## src/rtl/uart_pkg.sv

```systemverilog
// rtl/uart_pkg.sv - shared state encodings and frame constants for the display UART receiver
package uart_pkg;

  typedef enum logic [1:0] {
    RX_IDLE  = 2'd0,
    RX_START = 2'd1,
    RX_DATA  = 2'd2,
    RX_STOP  = 2'd3
  } rx_state_t;

  typedef enum logic [1:0] {
    P_HUNT = 2'd0,
    P_DATA = 2'd1,
    P_CHK  = 2'd2
  } parse_state_t;

  localparam logic [7:0] HEADER           = 8'hA5;
  localparam int         FRAME_DATA_BYTES = 4;

endpackage

```

## src/rtl/uart_byte_rx.sv

```systemverilog
// rtl/uart_byte_rx.sv - 2-flop synchroniser and 8N1 byte deserialiser
module uart_byte_rx
  import uart_pkg::*;
#(
  parameter int BIT_CNT_MAX = 433
) (
  input  logic       Clk,
  input  logic       Reset,
  input  logic       Uart_Rx,
  output logic [7:0] Rx_Byte,
  output logic       Rx_Byte_Valid,
  output logic       stop_err
);

  localparam int               CNT_W    = $clog2(BIT_CNT_MAX + 1);
  localparam logic [CNT_W-1:0] CNT_FULL = CNT_W'(BIT_CNT_MAX);
  localparam logic [CNT_W-1:0] CNT_HALF = CNT_W'(BIT_CNT_MAX / 2);
  localparam logic [CNT_W-1:0] CNT_ONE  = CNT_W'(1);

  logic             rx_meta;
  logic             rx_sync;
  logic             rx_prev;
  rx_state_t        state;
  logic [CNT_W-1:0] bit_cnt;
  logic [2:0]       bit_idx;
  logic [7:0]       shreg;

  always_ff @(posedge Clk) begin
    if (Reset) begin
      rx_meta       <= 1'b1;
      rx_sync       <= 1'b1;
      rx_prev       <= 1'b1;
      state         <= RX_IDLE;
      bit_cnt       <= '0;
      bit_idx       <= '0;
      shreg         <= '0;
      Rx_Byte       <= '0;
      Rx_Byte_Valid <= 1'b0;
      stop_err      <= 1'b0;
    end else begin
      Rx_Byte_Valid <= 1'b0;
      stop_err      <= 1'b0;
      rx_meta       <= Uart_Rx;
      rx_sync       <= rx_meta;
      rx_prev       <= rx_sync;
      case (state)
        // Edge detect means a line stuck low after a framing error is not re-armed.
        RX_IDLE: begin
          if (rx_prev && !rx_sync) begin
            state   <= RX_START;
            bit_cnt <= '0;
          end
        end
        RX_START: begin
          if (bit_cnt == CNT_HALF) begin
            bit_cnt <= '0;
            if (rx_sync) begin
              state <= RX_IDLE;
            end else begin
              state   <= RX_DATA;
              bit_idx <= '0;
            end
          end else begin
            bit_cnt <= bit_cnt + CNT_ONE;
          end
        end
        RX_DATA: begin
          if (bit_cnt == CNT_FULL) begin
            bit_cnt <= '0;
            shreg   <= {rx_sync, shreg[7:1]};
            if (bit_idx == 3'd7) state <= RX_STOP;
            else                 bit_idx <= bit_idx + 3'd1;
          end else begin
            bit_cnt <= bit_cnt + CNT_ONE;
          end
        end
        RX_STOP: begin
          if (bit_cnt == CNT_FULL) begin
            bit_cnt <= '0;
            state   <= RX_IDLE;
            if (rx_sync) begin
              Rx_Byte       <= shreg;
              Rx_Byte_Valid <= 1'b1;
            end else begin
              stop_err <= 1'b1;
            end
          end else begin
            bit_cnt <= bit_cnt + CNT_ONE;
          end
        end
        default: state <= RX_IDLE;
      endcase
    end
  end

endmodule

```

## src/rtl/uart_disp_rx.sv

```systemverilog
// rtl/uart_disp_rx.sv - UART frame parser loading the 32-bit hex display word
module uart_disp_rx
  import uart_pkg::parse_state_t, uart_pkg::P_HUNT, uart_pkg::P_DATA, uart_pkg::P_CHK,
         uart_pkg::FRAME_DATA_BYTES;
#(
  parameter int         CLOCK_FREQ    = 50_000_000,
  parameter int         BAUD          = 115200,
  parameter int         FRAME_TIMEOUT = CLOCK_FREQ / 100,
  parameter logic [7:0] HEADER        = uart_pkg::HEADER
) (
  input  logic        Clk,
  input  logic        Reset,
  input  logic        Uart_Rx,
  output logic [31:0] Disp_Data,
  output logic        Frame_Done,
  output logic        Frame_Err,
  output logic [7:0]  Rx_Byte,
  output logic        Rx_Byte_Valid
);

  localparam int               BIT_CNT_MAX = CLOCK_FREQ / BAUD - 1;
  localparam int               TMO_W       = $clog2(FRAME_TIMEOUT + 1);
  localparam logic [TMO_W-1:0] TMO_LAST    = TMO_W'(FRAME_TIMEOUT - 1);
  localparam logic [TMO_W-1:0] TMO_ONE     = TMO_W'(1);
  localparam logic [1:0]       IDX_LAST    = 2'(FRAME_DATA_BYTES - 1);

  logic             stop_err;
  parse_state_t     pstate;
  logic [1:0]       byte_idx;
  logic [7:0]       acc;
  logic [31:0]      shadow;
  logic [TMO_W-1:0] tmo_cnt;

  uart_byte_rx #(
    .BIT_CNT_MAX(BIT_CNT_MAX)
  ) u_byte_rx (
    .Clk          (Clk),
    .Reset        (Reset),
    .Uart_Rx      (Uart_Rx),
    .Rx_Byte      (Rx_Byte),
    .Rx_Byte_Valid(Rx_Byte_Valid),
    .stop_err     (stop_err)
  );

  always_ff @(posedge Clk) begin
    if (Reset) begin
      pstate     <= P_HUNT;
      byte_idx   <= '0;
      acc        <= '0;
      shadow     <= '0;
      tmo_cnt    <= '0;
      Disp_Data  <= '0;
      Frame_Done <= 1'b0;
      Frame_Err  <= 1'b0;
    end else begin
      Frame_Done <= 1'b0;
      Frame_Err  <= 1'b0;
      if (stop_err) begin
        pstate    <= P_HUNT;
        tmo_cnt   <= '0;
        Frame_Err <= 1'b1;
      end else if (Rx_Byte_Valid) begin
        // A byte arriving on the timeout terminal count takes priority over the timeout.
        tmo_cnt <= '0;
        case (pstate)
          P_HUNT: begin
            if (Rx_Byte == HEADER) begin
              pstate   <= P_DATA;
              byte_idx <= '0;
              acc      <= '0;
            end
          end
          P_DATA: begin
            shadow <= {shadow[23:0], Rx_Byte};
            acc    <= acc ^ Rx_Byte;
            if (byte_idx == IDX_LAST) pstate <= P_CHK;
            else                      byte_idx <= byte_idx + 2'd1;
          end
          P_CHK: begin
            if (Rx_Byte == acc) begin
              Disp_Data  <= shadow;
              Frame_Done <= 1'b1;
            end else begin
              Frame_Err <= 1'b1;
            end
            pstate <= P_HUNT;
          end
          default: pstate <= P_HUNT;
        endcase
      end else if (pstate != P_HUNT) begin
        if (tmo_cnt == TMO_LAST) begin
          tmo_cnt   <= '0;
          pstate    <= P_HUNT;
          Frame_Err <= 1'b1;
        end else begin
          tmo_cnt <= tmo_cnt + TMO_ONE;
        end
      end else begin
        tmo_cnt <= '0;
      end
    end
  end

endmodule

```

## config.mk

```make
export PLATFORM = sky130hd
export DESIGN_NAME = uart_disp_rx
export DESIGN_NICKNAME = d
export VERILOG_FILES = /design/src/rtl/uart_pkg.sv /design/src/rtl/uart_byte_rx.sv /design/src/rtl/uart_disp_rx.sv
export SDC_FILE = /design/constraint.sdc
export NUM_CORES = 1
export LEC_CHECK = 0
export ABC_AREA = 1
export CAP_MARGIN = 40
export CELL_PAD_IN_SITES_DETAIL_PLACEMENT = 1
export CELL_PAD_IN_SITES_GLOBAL_PLACEMENT = 2
export CORE_MARGIN = 3
export CORE_UTILIZATION = 36
export DETAILED_ROUTE_END_ITERATION = 6
export PLACE_DENSITY_LB_ADDON = 0.1
export SYNTH_ARGS = -nofsm -noshare
export SYNTH_HDL_FRONTEND = slang
export SYNTH_HIERARCHICAL = 1
export SYNTH_SLANG_ARGS = --single-unit
```

## constraint.sdc

```tcl
create_clock -name Clk -period 4 [get_ports Clk]
set_clock_uncertainty 0.05 [all_clocks]
set_input_delay 0.4 -clock Clk [delete_from_list [all_inputs] [get_ports Clk]]
set_output_delay 0.4 -clock Clk [all_outputs]
set_load 0.01 [all_outputs]
```

==> out/results.ini, run 1 <==
[run_status]
status=complete, no violations

[detailed_routing]
drt_iter0_drc=234
routed_wl_mm=14.6
route.antenna.remaining_nets=0
wl_per_cell_um=13.6
drc=0
vias=5125
avgViaCountPerCell=4.78
dr.pass1.iters=4

[timing]
rsz0062_at_grt=false
fmax_ghz=0.455
worst_pin_slew_ns=0.738
hold_viol=0
fin_crit_sh_pct=54.9
drv_slew=0
setup_viol=0
fin_crit_ns=2.20
slew-limit-headroom_pct=50.8
fin_tns_setup_ns=0

[power_and_ir_drop]
p_sw_share_pct=25.5
p_leak_uw=0.00305
switchingPower_uw=773
clock_power_share_pct=46.0
p_seq_share_pct=45.4
irDropWorstVdd_mv=0.308
p_comb_share_pct=8.5
p_per_area_mw_per_mm2=437
p_int_uw=2250

[run]
drv_cap=0

[floorplanning]
initial_utilization_pct=37.5
die_area_mm2=0.0177
die_y_um=133
io-pin-count=46
die_w_um=133
coreArea_mm2=0.0155
num_rows=45

[placed_design]
numPortBuffers=45
gp_congestion=0.800
place_area_mm2=0.00640
dpl.hpwl_mm=9.98

[logic_synthesis]
syn_nets=821
synth-edff-count=0
synth_cells=811
syn_avg_cell_area_um2=7.16
ys_types=36
synthesis.area_mm2=0.00581
synth-async-reset-ratio_pct=0
synth_top_area_share_pct=45.5
synth_ff_type=dfxtp_1
synth_seq_cells=132
ys_warn_count=6
yosys-top-cells-area=dfxtp_1, nor2_1, nand2_1
yosysTopAreaCell=dfxtp_1
yosysSeqAreaShare_pct=45.5

[cells_and_area]
fin_nets=860
final_cell_mix=nor2_1, nand2_1, dfxtp_1
area_growth_pct=19.3
layout_commonest_cell=nor2_1
diodes=0
drive_above_1_share_pct=10.1
finalInstanceArea_mm2=0.00693
fill_cells=1948

[grt]
antenna_found_initial=0
grt_usage_pct=17.2
grt-ovfl-total=0
grt_pass1_vias=5260
grt_max_degree=74
grt_first_pass_wirelength_mm=25.1

[cts]
cts_inserted_buffers=17
postCtsSetupBuffers=0
hold_buffers=0
cts.root.buffer_cell=clkbuf_16
htreeDepth=4
ctsResizeCount=0
clkTransAtPathRegs_ns=0.06
cts_sinks=132
insertion_delay_ns=0.42
cts_max_path_buffers=2
cts_tree=done

[critical_path]
required_ns=4.26
path_class=reg2reg
endpoint_kind=flop
cp-start-kind=flop
reg2reg_setup_slack_ns=1.80
path_max_fanout=37
crit_arrival_ns=2.45

[hold_path]
min_path_type=reg2reg

==> power groups by stage <==
| stage | Clock, µW | Sequential (µW) | Combinational (µW) |
|---|---|---|---|
| CTS | 1440 | 1380 | 264 |
| floorplan | 0 | 1390 | 214 |
| global placement | 0 | 1400 | 249 |
| global route | 1510 | 1380 | 307 |
| finish | 1390 | 1380 | 258 |
| detailed placement | 0 | 1400 | 264 |
==> cells by family after synthesis <==
| logic type | Yosys count | share of synthesized area, % |
|---|---|---|
| compound gates | 110 | 10.4 |
| xor+xnor | 15 | 2.26 |
| fa+ha+maj | 7 | 1.51 |
| buf+inv | 115 | 8.16 |
| flops | 132 | 45.5 |
| simple gates | 432 | 32.2 |
==> flip-flops by register name (all words and copies together) (netlist names), named ones only <==
signal	count
tmo_cnt	19
u_byte_rx/stop_err	1
u_byte_rx/state	1
byte_idx	2
u_byte_rx/bit_idx	3
u_byte_rx/rx_meta	1
acc	8
u_byte_rx/Rx_Byte_Valid	1
pstate	2
u_byte_rx/shreg	8
u_byte_rx/bit_cnt	9
Frame_Done	1
u_byte_rx/Rx_Byte	8
Disp_Data	32
u_byte_rx/rx_sync	1
shadow	32
Frame_Err	1
u_byte_rx/rx_prev	1
==> cells in the mapped netlist, types with 10 or more instances <==
cell,instances
a21oi_1,38
buf_2,15
dfxtp_1,132
inv_1,79
nand2_1,150
nand2_2,28
nand3_1,25
nand4_1,10
nor2_1,191
o21ai_0,57
==> area by class of cell <==
cell class | count | area [µm²] | share of cell area, %
clock buffers | 22 | 474 | 6.84
repair buffers | 48 | 473 | 6.82
clock inverters | 9 | 56.3 | 0.812
flip-flops and latches | 132 | 2640 | 38.1
inverters | 87 | 327 | 4.71
multi-input cells | 564 | 2690 | 38.9
well taps | 211 | 264 | 3.81
==> critical path, stage by stage (launching register included) <==
cell and delay [ns]:
dfxtp_1 0.45, inv_2 0.09, nor2_4 0.14, inv_2 0.11, nor2_4 0.57, inv_2 0.39
nor2_1 0.21, nor2_1 0.07
==> through the flow <==
| stage | total power [µW] | hold slack, ns | util [%] | std cells | setup WS [ns] |
|---|---|---|---|---|---|
| after floorplan | 1600 | 0.339 | - | 811 | 2.43 |
| after global placement | 1650 | 0.342 | 41.3 | 1042 | 1.86 |
| after detailed placement | 1670 | 0.361 | 41.3 | 1042 | 1.79 |
| after CTS | 3080 | 0.374 | 44.8 | 1073 | 1.79 |
| after global routing | 3190 | 0.389 | 44.8 | 1073 | 1.54 |
| final | 3030 | 0.366 | 44.8 | 1073 | 1.80 |
==> worst paths after layout <==
| kind | start | endpoint | depth (start not counted) |
|---|---|---|---|
| setup reg to reg | pstate[0] | shadow[27] | 7 |
| hold / removal | u_byte_rx/rx_meta | u_byte_rx/rx_sync | 1 |
| setup / recovery | pstate[0] | shadow[27] | 7 |
| hold reg to reg | u_byte_rx/rx_meta | u_byte_rx/rx_sync | 1 |
==> layer usage <==
layer / GRT usage [%] / vias to the layer above / wire, µm
met5: 0 / - / 0
met4: 6.06 / 0 / 248
met3: 3.76 / 19 / 405
met2: 28.5 / 69 / 6900
met1: 22.0 / 2425 / 7040
li1: - / 2612 / -
Power figures use the tool's default switching activity.
==> inputs of run 2 (changes only) <==
--- a/config.mk
+++ b/config.mk
@@ -10,7 +10,7 @@
 export CELL_PAD_IN_SITES_DETAIL_PLACEMENT = 1
 export CELL_PAD_IN_SITES_GLOBAL_PLACEMENT = 2
 export CORE_MARGIN = 3
-export CORE_UTILIZATION = 36
+export CORE_UTILIZATION = 30
 export DETAILED_ROUTE_END_ITERATION = 6
 export PLACE_DENSITY_LB_ADDON = 0.1
 export SYNTH_ARGS = -nofsm -noshare
==> constraint.sdc (replaced) <==
create_clock -name Clk -period 2 [get_ports Clk]
set_clock_uncertainty 0.05 [all_clocks]
set_input_delay 0.2 -clock Clk [delete_from_list [all_inputs] [get_ports Clk]]
set_output_delay 0.2 -clock Clk [all_outputs]
set_load 0.01 [all_outputs]
==> run 2 against run 1 <==
Net effect:
- sequential cell count is the same
- cell count up 5.7%
- maximum frequency rose by 24%
- register-to-register slack worse by 1.6 ns
- setup slack lost 1.6 ns
- power is 120% higher
- sequential power grew 99%
- critical endpoint is now Disp_Data[15]
- largest cell class unchanged
- largest power group unchanged
- highest routed layer unchanged
==> out/results.ini, run 2 (synthesis gave the netlist of run 1 again) <==
[detailed_routing]
routed_wl_mm=15.1  ; +3.7%
wl_per_cell_um=13.3  ; -1.9%
drc=0  ; unchanged
route.antenna.remaining_nets=0  ; unchanged
avgViaCountPerCell=4.48  ; -6.3%
vias=5076  ; -0.96%
drt_iter0_drc=180  ; -23%
dr.pass1.iters=4  ; unchanged

[grt]
grt_max_degree=74  ; unchanged
antenna_found_initial=0  ; unchanged
grt_usage_pct=14.9  ; -2.3 points
grt_first_pass_wirelength_mm=26.2  ; +4.5%
grt_pass1_vias=5324  ; +1.2%
grt-ovfl-total=0  ; unchanged

[cells_and_area]
area_growth_pct=23.6
final_cell_mix=nor2_1, nand2_1, dfxtp_1
final_util_pct=38.0  ; -6.8 points
fill_cells=2376  ; +22%
drive_above_1_share_pct=11.7  ; +1.6 points
fin_cells=1134  ; +5.7%
layout_commonest_cell=nor2_1
diodes=0  ; unchanged
top_regs=Disp_Data: 32 flops, shadow: 32 flops, tmo_cnt: 19 flops
fin_nets=871  ; +1.3%

[power_and_ir_drop]
irDropWorstVdd_mv=0.571  ; +85%
p_leak_uw=0.00314  ; +3.0%
p_per_area_mw_per_mm2=907  ; +110%

[floorplanning]
die_area_mm2=0.0211  ; +19%
initial_utilization_pct=30.8  ; -6.8 points
coreArea_mm2=0.0189  ; +22%
die_y_um=145  ; +9.1%
io-pin-count=46  ; unchanged
die_w_um=145  ; +9.1%
num_rows=50  ; +11%

[cts]
clkTransAtPathRegs_ns=0.06  ; about the same
cts_sinks=132  ; unchanged
ctsResizeCount=0  ; unchanged
cts.root.buffer_cell=clkbuf_16
insertion_delay_ns=0.41  ; about the same
hold_buffers=0  ; unchanged
cts_max_path_buffers=2  ; unchanged
cts_inserted_buffers=17  ; unchanged
postCtsSetupBuffers=0  ; unchanged
cts_tree=done
htreeDepth=4  ; unchanged

[timing]
fin_crit_ns=1.77  ; -0.432 ns
hold_viol=0  ; unchanged
worst_pin_slew_ns=0.729  ; -0.00887 ns
fin_crit_sh_pct=88.3  ; +33 points
fmax_ghz=0.566  ; +24%
fin_tns_setup_ns=0  ; unchanged
rsz0062_at_grt=false
drv_slew=0  ; unchanged
slew-limit-headroom_pct=51.4  ; +0.59 points
setup_slack_ns=0.234  ; -1.57 ns
setup_viol=0  ; unchanged

[critical_path]
r2r-end=Disp_Data[15]
path_max_fanout=65  ; +76%
cp-start-kind=flop
reg2reg_from=u_byte_rx/Rx_Byte[5]
setup.worst_path.end=Disp_Data[15]
reg2reg_setup_slack_ns=0.23  ; -1.57 ns
crit_arrival_ns=2.01  ; -0.44 ns
worstRegToRegCells=7  ; unchanged
endpoint_kind=flop
startpoint=u_byte_rx/Rx_Byte[5]
path_class=reg2reg
required_ns=2.25  ; -2.01 ns

[placed_design]
numPortBuffers=45  ; unchanged
dpl.hpwl_mm=10.6  ; +6.0%
place_ws_ns=0.140  ; -1.65 ns
gp_congestion=0.742  ; -7.3%
dp_cells=1102  ; +5.8%

[run_status]
status=complete, no violations

[run]
drv_cap=0  ; unchanged

[hold_path]
min_path_type=in2reg

run 2: cell count changes in the layout (fill, tap and decap cells not counted):
cell,previous run,this run
buf_4,3,13
bufinv_16,0,3
clkbuf_1,2,0
clkinv_2,5,3
clkinv_4,1,3
buf_12,0,1
clkinvlp_4,3,4
inv_1,78,77
run 2: worst min path at each step:
stage	from	to	slack, ns	cells after the start
2_1_floorplan	Reset	acc[2]	0.22	1
3_3_place_gp	u_byte_rx/rx_meta	u_byte_rx/rx_sync	0.35	1
3_5_place_dp	u_byte_rx/rx_meta	u_byte_rx/rx_sync	0.35	1
4_1_cts	Uart_Rx	u_byte_rx/rx_meta	0.30	2
5_1_grt	Uart_Rx	u_byte_rx/rx_meta	0.33	2
6_report	Uart_Rx	u_byte_rx/rx_meta	0.31	2
run 2: critical path, cell delays in order, from the launching register on:
cell     delay, ns
dfxtp_1       0.48
xnor2_1       0.18
nand2_1       0.09
nor2_1        0.17
nand4_1       0.17
buf_12        0.24
nor2_1        0.18
nor2_1        0.07
run 2: power by group:
group          leakage, µW  internal [µW]  switching [µW]
clock network     0.000298           2060            1170
logic              0.00178            167             371
registers          0.00106           2690            62.1
total              0.00314           4910            1600
run 2: final cells by class:
type	instances	area, µm²	share of cell area [%]
well taps	260	325	4.53
multi-input cells	564	2690	37.5
clock buffers	20	467	6.50
clock inverters	12	154	2.14
repair buffers	59	568	7.91
inverters	87	330	4.60
flip-flops and latches	132	2640	36.8
run 2: stage by stage:
step / cell area (µm²) / hold slack [ns] / power, µW
3_5_place_dp: 6560 / 0.354 / 3350
5_1_grt: 7180 / 0.331 / 6850
4_1_cts: 7180 / 0.300 / 6640
6_report: 7180 / 0.312 / 6510
2_1_floorplan: 5810 / 0.219 / 3200
3_3_place_gp: 6560 / 0.354 / 3320
run 2: layer usage:
layer	share of wire, %	vias up	track usage [%]
met2	47	40	24.5
li1	-	2631	-
met5	0	-	0
met3	2.1	10	3.09
met4	1.2	0	5.27
met1	50	2395	19.4
==> inputs of run 3 (changes only) <==
--- a/config.mk
+++ b/config.mk
@@ -5,12 +5,11 @@
 export SDC_FILE = /design/constraint.sdc
 export NUM_CORES = 1
 export LEC_CHECK = 0
-export ABC_AREA = 1
 export CAP_MARGIN = 40
 export CELL_PAD_IN_SITES_DETAIL_PLACEMENT = 1
 export CELL_PAD_IN_SITES_GLOBAL_PLACEMENT = 2
 export CORE_MARGIN = 3
-export CORE_UTILIZATION = 30
+export CORE_UTILIZATION = 32
 export DETAILED_ROUTE_END_ITERATION = 6
 export PLACE_DENSITY_LB_ADDON = 0.1
 export SYNTH_ARGS = -nofsm -noshare
==> run 3 against run 2 <==
Net effect:
- setup slack got worse by 0.11 ns
- routed wire length down 3.2%
- first-iteration DRC count is 23% higher
- core utilization is 3.7 points higher
- largest power group unchanged
==> out/results.ini, run 3 <==
[logic_synthesis]
syn_avg_cell_area_um2=8.59  ; +20%
synthTopCellsByCount=nand2_1, dfxtp_1, a21oi_1, mux2i_1, nor2_1
syn_nets=662  ; -19%
ys_types=59  ; +64%
synth-async-reset-ratio_pct=0  ; unchanged
yosysSeqAreaShare_pct=47.2  ; +1.7 points
synth_ff_type=dfxtp_1
ys_warn_count=6  ; unchanged
yosysTopAreaCell=dfxtp_1
synth-edff-count=0  ; unchanged
synth_seq_cells=132  ; unchanged
synth_cells=652  ; -20%
yosys-top-cells-area=dfxtp_1, nand2_1, mux2i_1
yosysMostFrequentCell=nand2_1
synthesis.area_mm2=0.00560  ; -3.6%
synth_top_area_share_pct=47.2  ; +1.7 points

[placed_design]
gp_congestion=0.756  ; +2.0%
place_area_mm2=0.00642  ; -2.1%
dpl.hpwl_mm=10.0  ; -5.1%
numPortBuffers=45  ; unchanged
place_ws_ns=0.0342  ; -0.106 ns

[timing]
fin_crit_ns=1.88  ; +0.112 ns
setup_viol=0  ; unchanged
fmax_ghz=0.533  ; -5.9%
setup_slack_ns=0.122  ; -0.112 ns
slew-limit-headroom_pct=68.7  ; +17 points
drv_slew=0  ; unchanged
fin_crit_sh_pct=93.9  ; +5.6 points
hold_viol=0  ; unchanged
worst_pin_slew_ns=0.463  ; -0.265 ns

[cells_and_area]
diodes=0  ; unchanged
final_util_pct=41.7  ; +3.7 points
finalInstanceArea_mm2=0.00704  ; -1.9%
area_growth_pct=25.7
fin_nets=717  ; -18%
top_regs=Disp_Data: 32 flops, shadow: 32 flops, tmo_cnt: 19 flops
final_cell_mix=nand2_1, dfxtp_1, a21oi_1
layout_commonest_cell=nand2_1
drive_above_1_share_pct=11.3  ; -0.42 points

[critical_path]
critical-path-slowest-cell=or4_4
worstRegToRegCells=7  ; unchanged
cpPeakStageDelay_ns=0.49  ; about the same
crit_arrival_ns=2.12  ; +0.11 ns
reg2reg_setup_slack_ns=0.12  ; -0.11 ns
reg2reg_from=u_byte_rx/bit_cnt[1]
path_class=reg2reg
required_ns=2.25  ; about the same
endpoint_kind=flop
cp_cell_sequence=inv_1 -> ha_1 -> nand4b_1 -> or4_4 -> a21oi_4 -> mux2i_1 -> nor2_1
path_max_fanout=5  ; -92%
r2r-end=u_byte_rx/bit_idx[0]
cp-start-kind=flop

[detailed_routing]
drt-met1-wl_mm=7.82  ; +3.0%
drt_iter0_drc=221  ; +23%
route.antenna.remaining_nets=0  ; unchanged
avgViaCountPerCell=5.02  ; +12%
routed-wl-met2_mm=6.15  ; -13%
dr.pass1.iters=4  ; unchanged
wl_met3_um=548  ; +72%
highest_layer=met4
vias=4715  ; -7.1%
routed_wl_mm=14.7  ; -3.2%
wl_per_cell_um=15.6  ; +17%
drc=0  ; unchanged

[power_and_ir_drop]
p_leak_uw=0.00243  ; -23%
switchingPower_uw=1210  ; -24%
p_int_uw=4500  ; -8.4%
irDropWorstVdd_mv=0.582  ; +1.9%
clock_power_share_pct=52.1  ; +2.6 points
p_per_area_mw_per_mm2=811  ; -11%
p_sw_share_pct=21.3  ; -3.3 points
total_power_uw=5710  ; -12%
p_comb_share_pct=1.7  ; -6.6 points
p_seq_share_pct=46.3  ; +4.1 points

[floorplanning]
die_w_um=138  ; -4.7%
num_rows=47  ; -6.0%
initial_utilization_pct=33.2  ; +2.4 points
io-pin-count=46  ; unchanged
die_area_mm2=0.0191  ; -9.2%
coreArea_mm2=0.0169  ; -11%
die_y_um=138  ; -4.7%

[hold_path]
hold_start=Reset
whs_path_depth=4  ; +2
min_path_type=in2reg
hold_path_end=u_byte_rx/bit_cnt[5]

[cts]
cts_inserted_buffers=17  ; unchanged
htreeDepth=4  ; unchanged
cts_tree=done
insertion_delay_ns=0.41  ; about the same
clkTransAtPathRegs_ns=0.06  ; about the same
cts_sinks=132  ; unchanged
cts.root.buffer_cell=clkbuf_16
cts_max_path_buffers=2  ; unchanged

[grt]
antenna_found_initial=0  ; unchanged
grt_usage_pct=15.6  ; +0.71 points
grt_first_pass_wirelength_mm=24.4  ; -7.0%
grt_pass1_vias=4657  ; -13%
grt-ovfl-total=0  ; unchanged
grt_max_degree=52  ; -30%

[run]
drv_cap=0  ; unchanged

[run_status]
status=complete, no violations

-- run 3: cell types whose count changed in the layout (fill, tap and decap cells not counted), moves of 6 or more --
cell | before | now
nand2b_1 | 0 | 14
o211a_1 | 7 | 1
nand2_2 | 28 | 0
inv_1 | 77 | 15
mux2i_1 | 0 | 43
buf_4 | 13 | 24
nor2b_1 | 0 | 6
nor2_1 | 191 | 41
o21ai_0 | 57 | 4
nor4_1 | 0 | 6
a311oi_1 | 0 | 8
inv_2 | 9 | 1
a21oi_1 | 38 | 61
-- run 3: cell type report --
cell class                      instances  area (µm²)
Clock buffer                           24         492
Clock inverter                          8        75.1
Fill cell                            1959        9830
Inverter                               16        60.1
Multi-Input combinational cell        467        2790
Sequential cell                       132        2640
Tap cell                              220         275
Timing Repair Buffer                   73         706
-- run 3: worst max path at each step --
stage                              start  cells past startpoint  slack (ns)              endpoint
floorplan                     tmo_cnt[0]                      6         0.1           tmo_cnt[16]
global placement              tmo_cnt[0]                      5        0.11           tmo_cnt[16]
detailed placement  u_byte_rx/bit_cnt[0]                      7        0.03  u_byte_rx/bit_cnt[5]
CTS                 u_byte_rx/bit_cnt[0]                      7        0.01  u_byte_rx/bit_cnt[5]
global route        u_byte_rx/bit_cnt[1]                      7      -0.006  u_byte_rx/bit_idx[0]
finish              u_byte_rx/bit_cnt[1]                      7        0.12  u_byte_rx/bit_idx[0]
-- run 3: power by group through the flow --
| stage | Sequential (µW) | Combinational, µW | Clock, µW |
|---|---|---|---|
| floorplan | 2700 | 62.9 | 0 |
| global placement | 2700 | 93.4 | 0 |
| detailed placement | 2700 | 94.9 | 0 |
| CTS | 2640 | 95.3 | 3070 |
| global route | 2640 | 108 | 3200 |
| finish | 2640 | 95.2 | 2970 |
-- run 3: layer usage --
metal / GRT usage [%] / up-vias
met5: 0 / -
met4: 4.68 / 0
met3: 4.18 / 9
met2: 22.2 / 70
met1: 23.0 / 2289
li1: - / 2347
-- run 3: worst max-delay path, delay by kind of cell (launching register included) --
kind	cells	cell delay, ns
DFF	1	0.33
and+or+nand+nor	3	0.74
muxes	1	0.20
AOI/OAI and AO/OA	1	0.19
buffers and inverters	1	0.09
adders and majority gates	1	0.15
-- run 3: repair_timing --
| action | in CTS | in global routing |
|---|---|---|
| setup buffers | 0 | 1 |
| resized for setup | 0 | 9 |
| endpoints found under the setup margin | 0 | 24 |
| hold buffers | 0 | 0 |
-- run 3: logic make-up (layout without fill, tap and decap cells) --
group	after synthesis	in the layout	synth area share (%)
simple gates	294	294	24.8
xor+xnor	22	22	3.44
compound gates	101	101	11.4
flops	132	132	47.2
fa+ha+maj	7	7	1.56
mux	43	43	7.68
buf+inv	53	121	3.93
-- run 3: per-stage QoR --
| stage | setup TNS [ns] | hold slack [ns] | instances |
|---|---|---|---|
| after global routing | -0.00793 | 0.226 | 940 |
| after CTS | 0 | 0.248 | 939 |
| final | 0 | 0.206 | 940 |
| after floorplan | 0 | 0.254 | 652 |
| after detailed placement | 0 | 0.348 | 907 |
| after global placement | 0 | 0.344 | 907 |
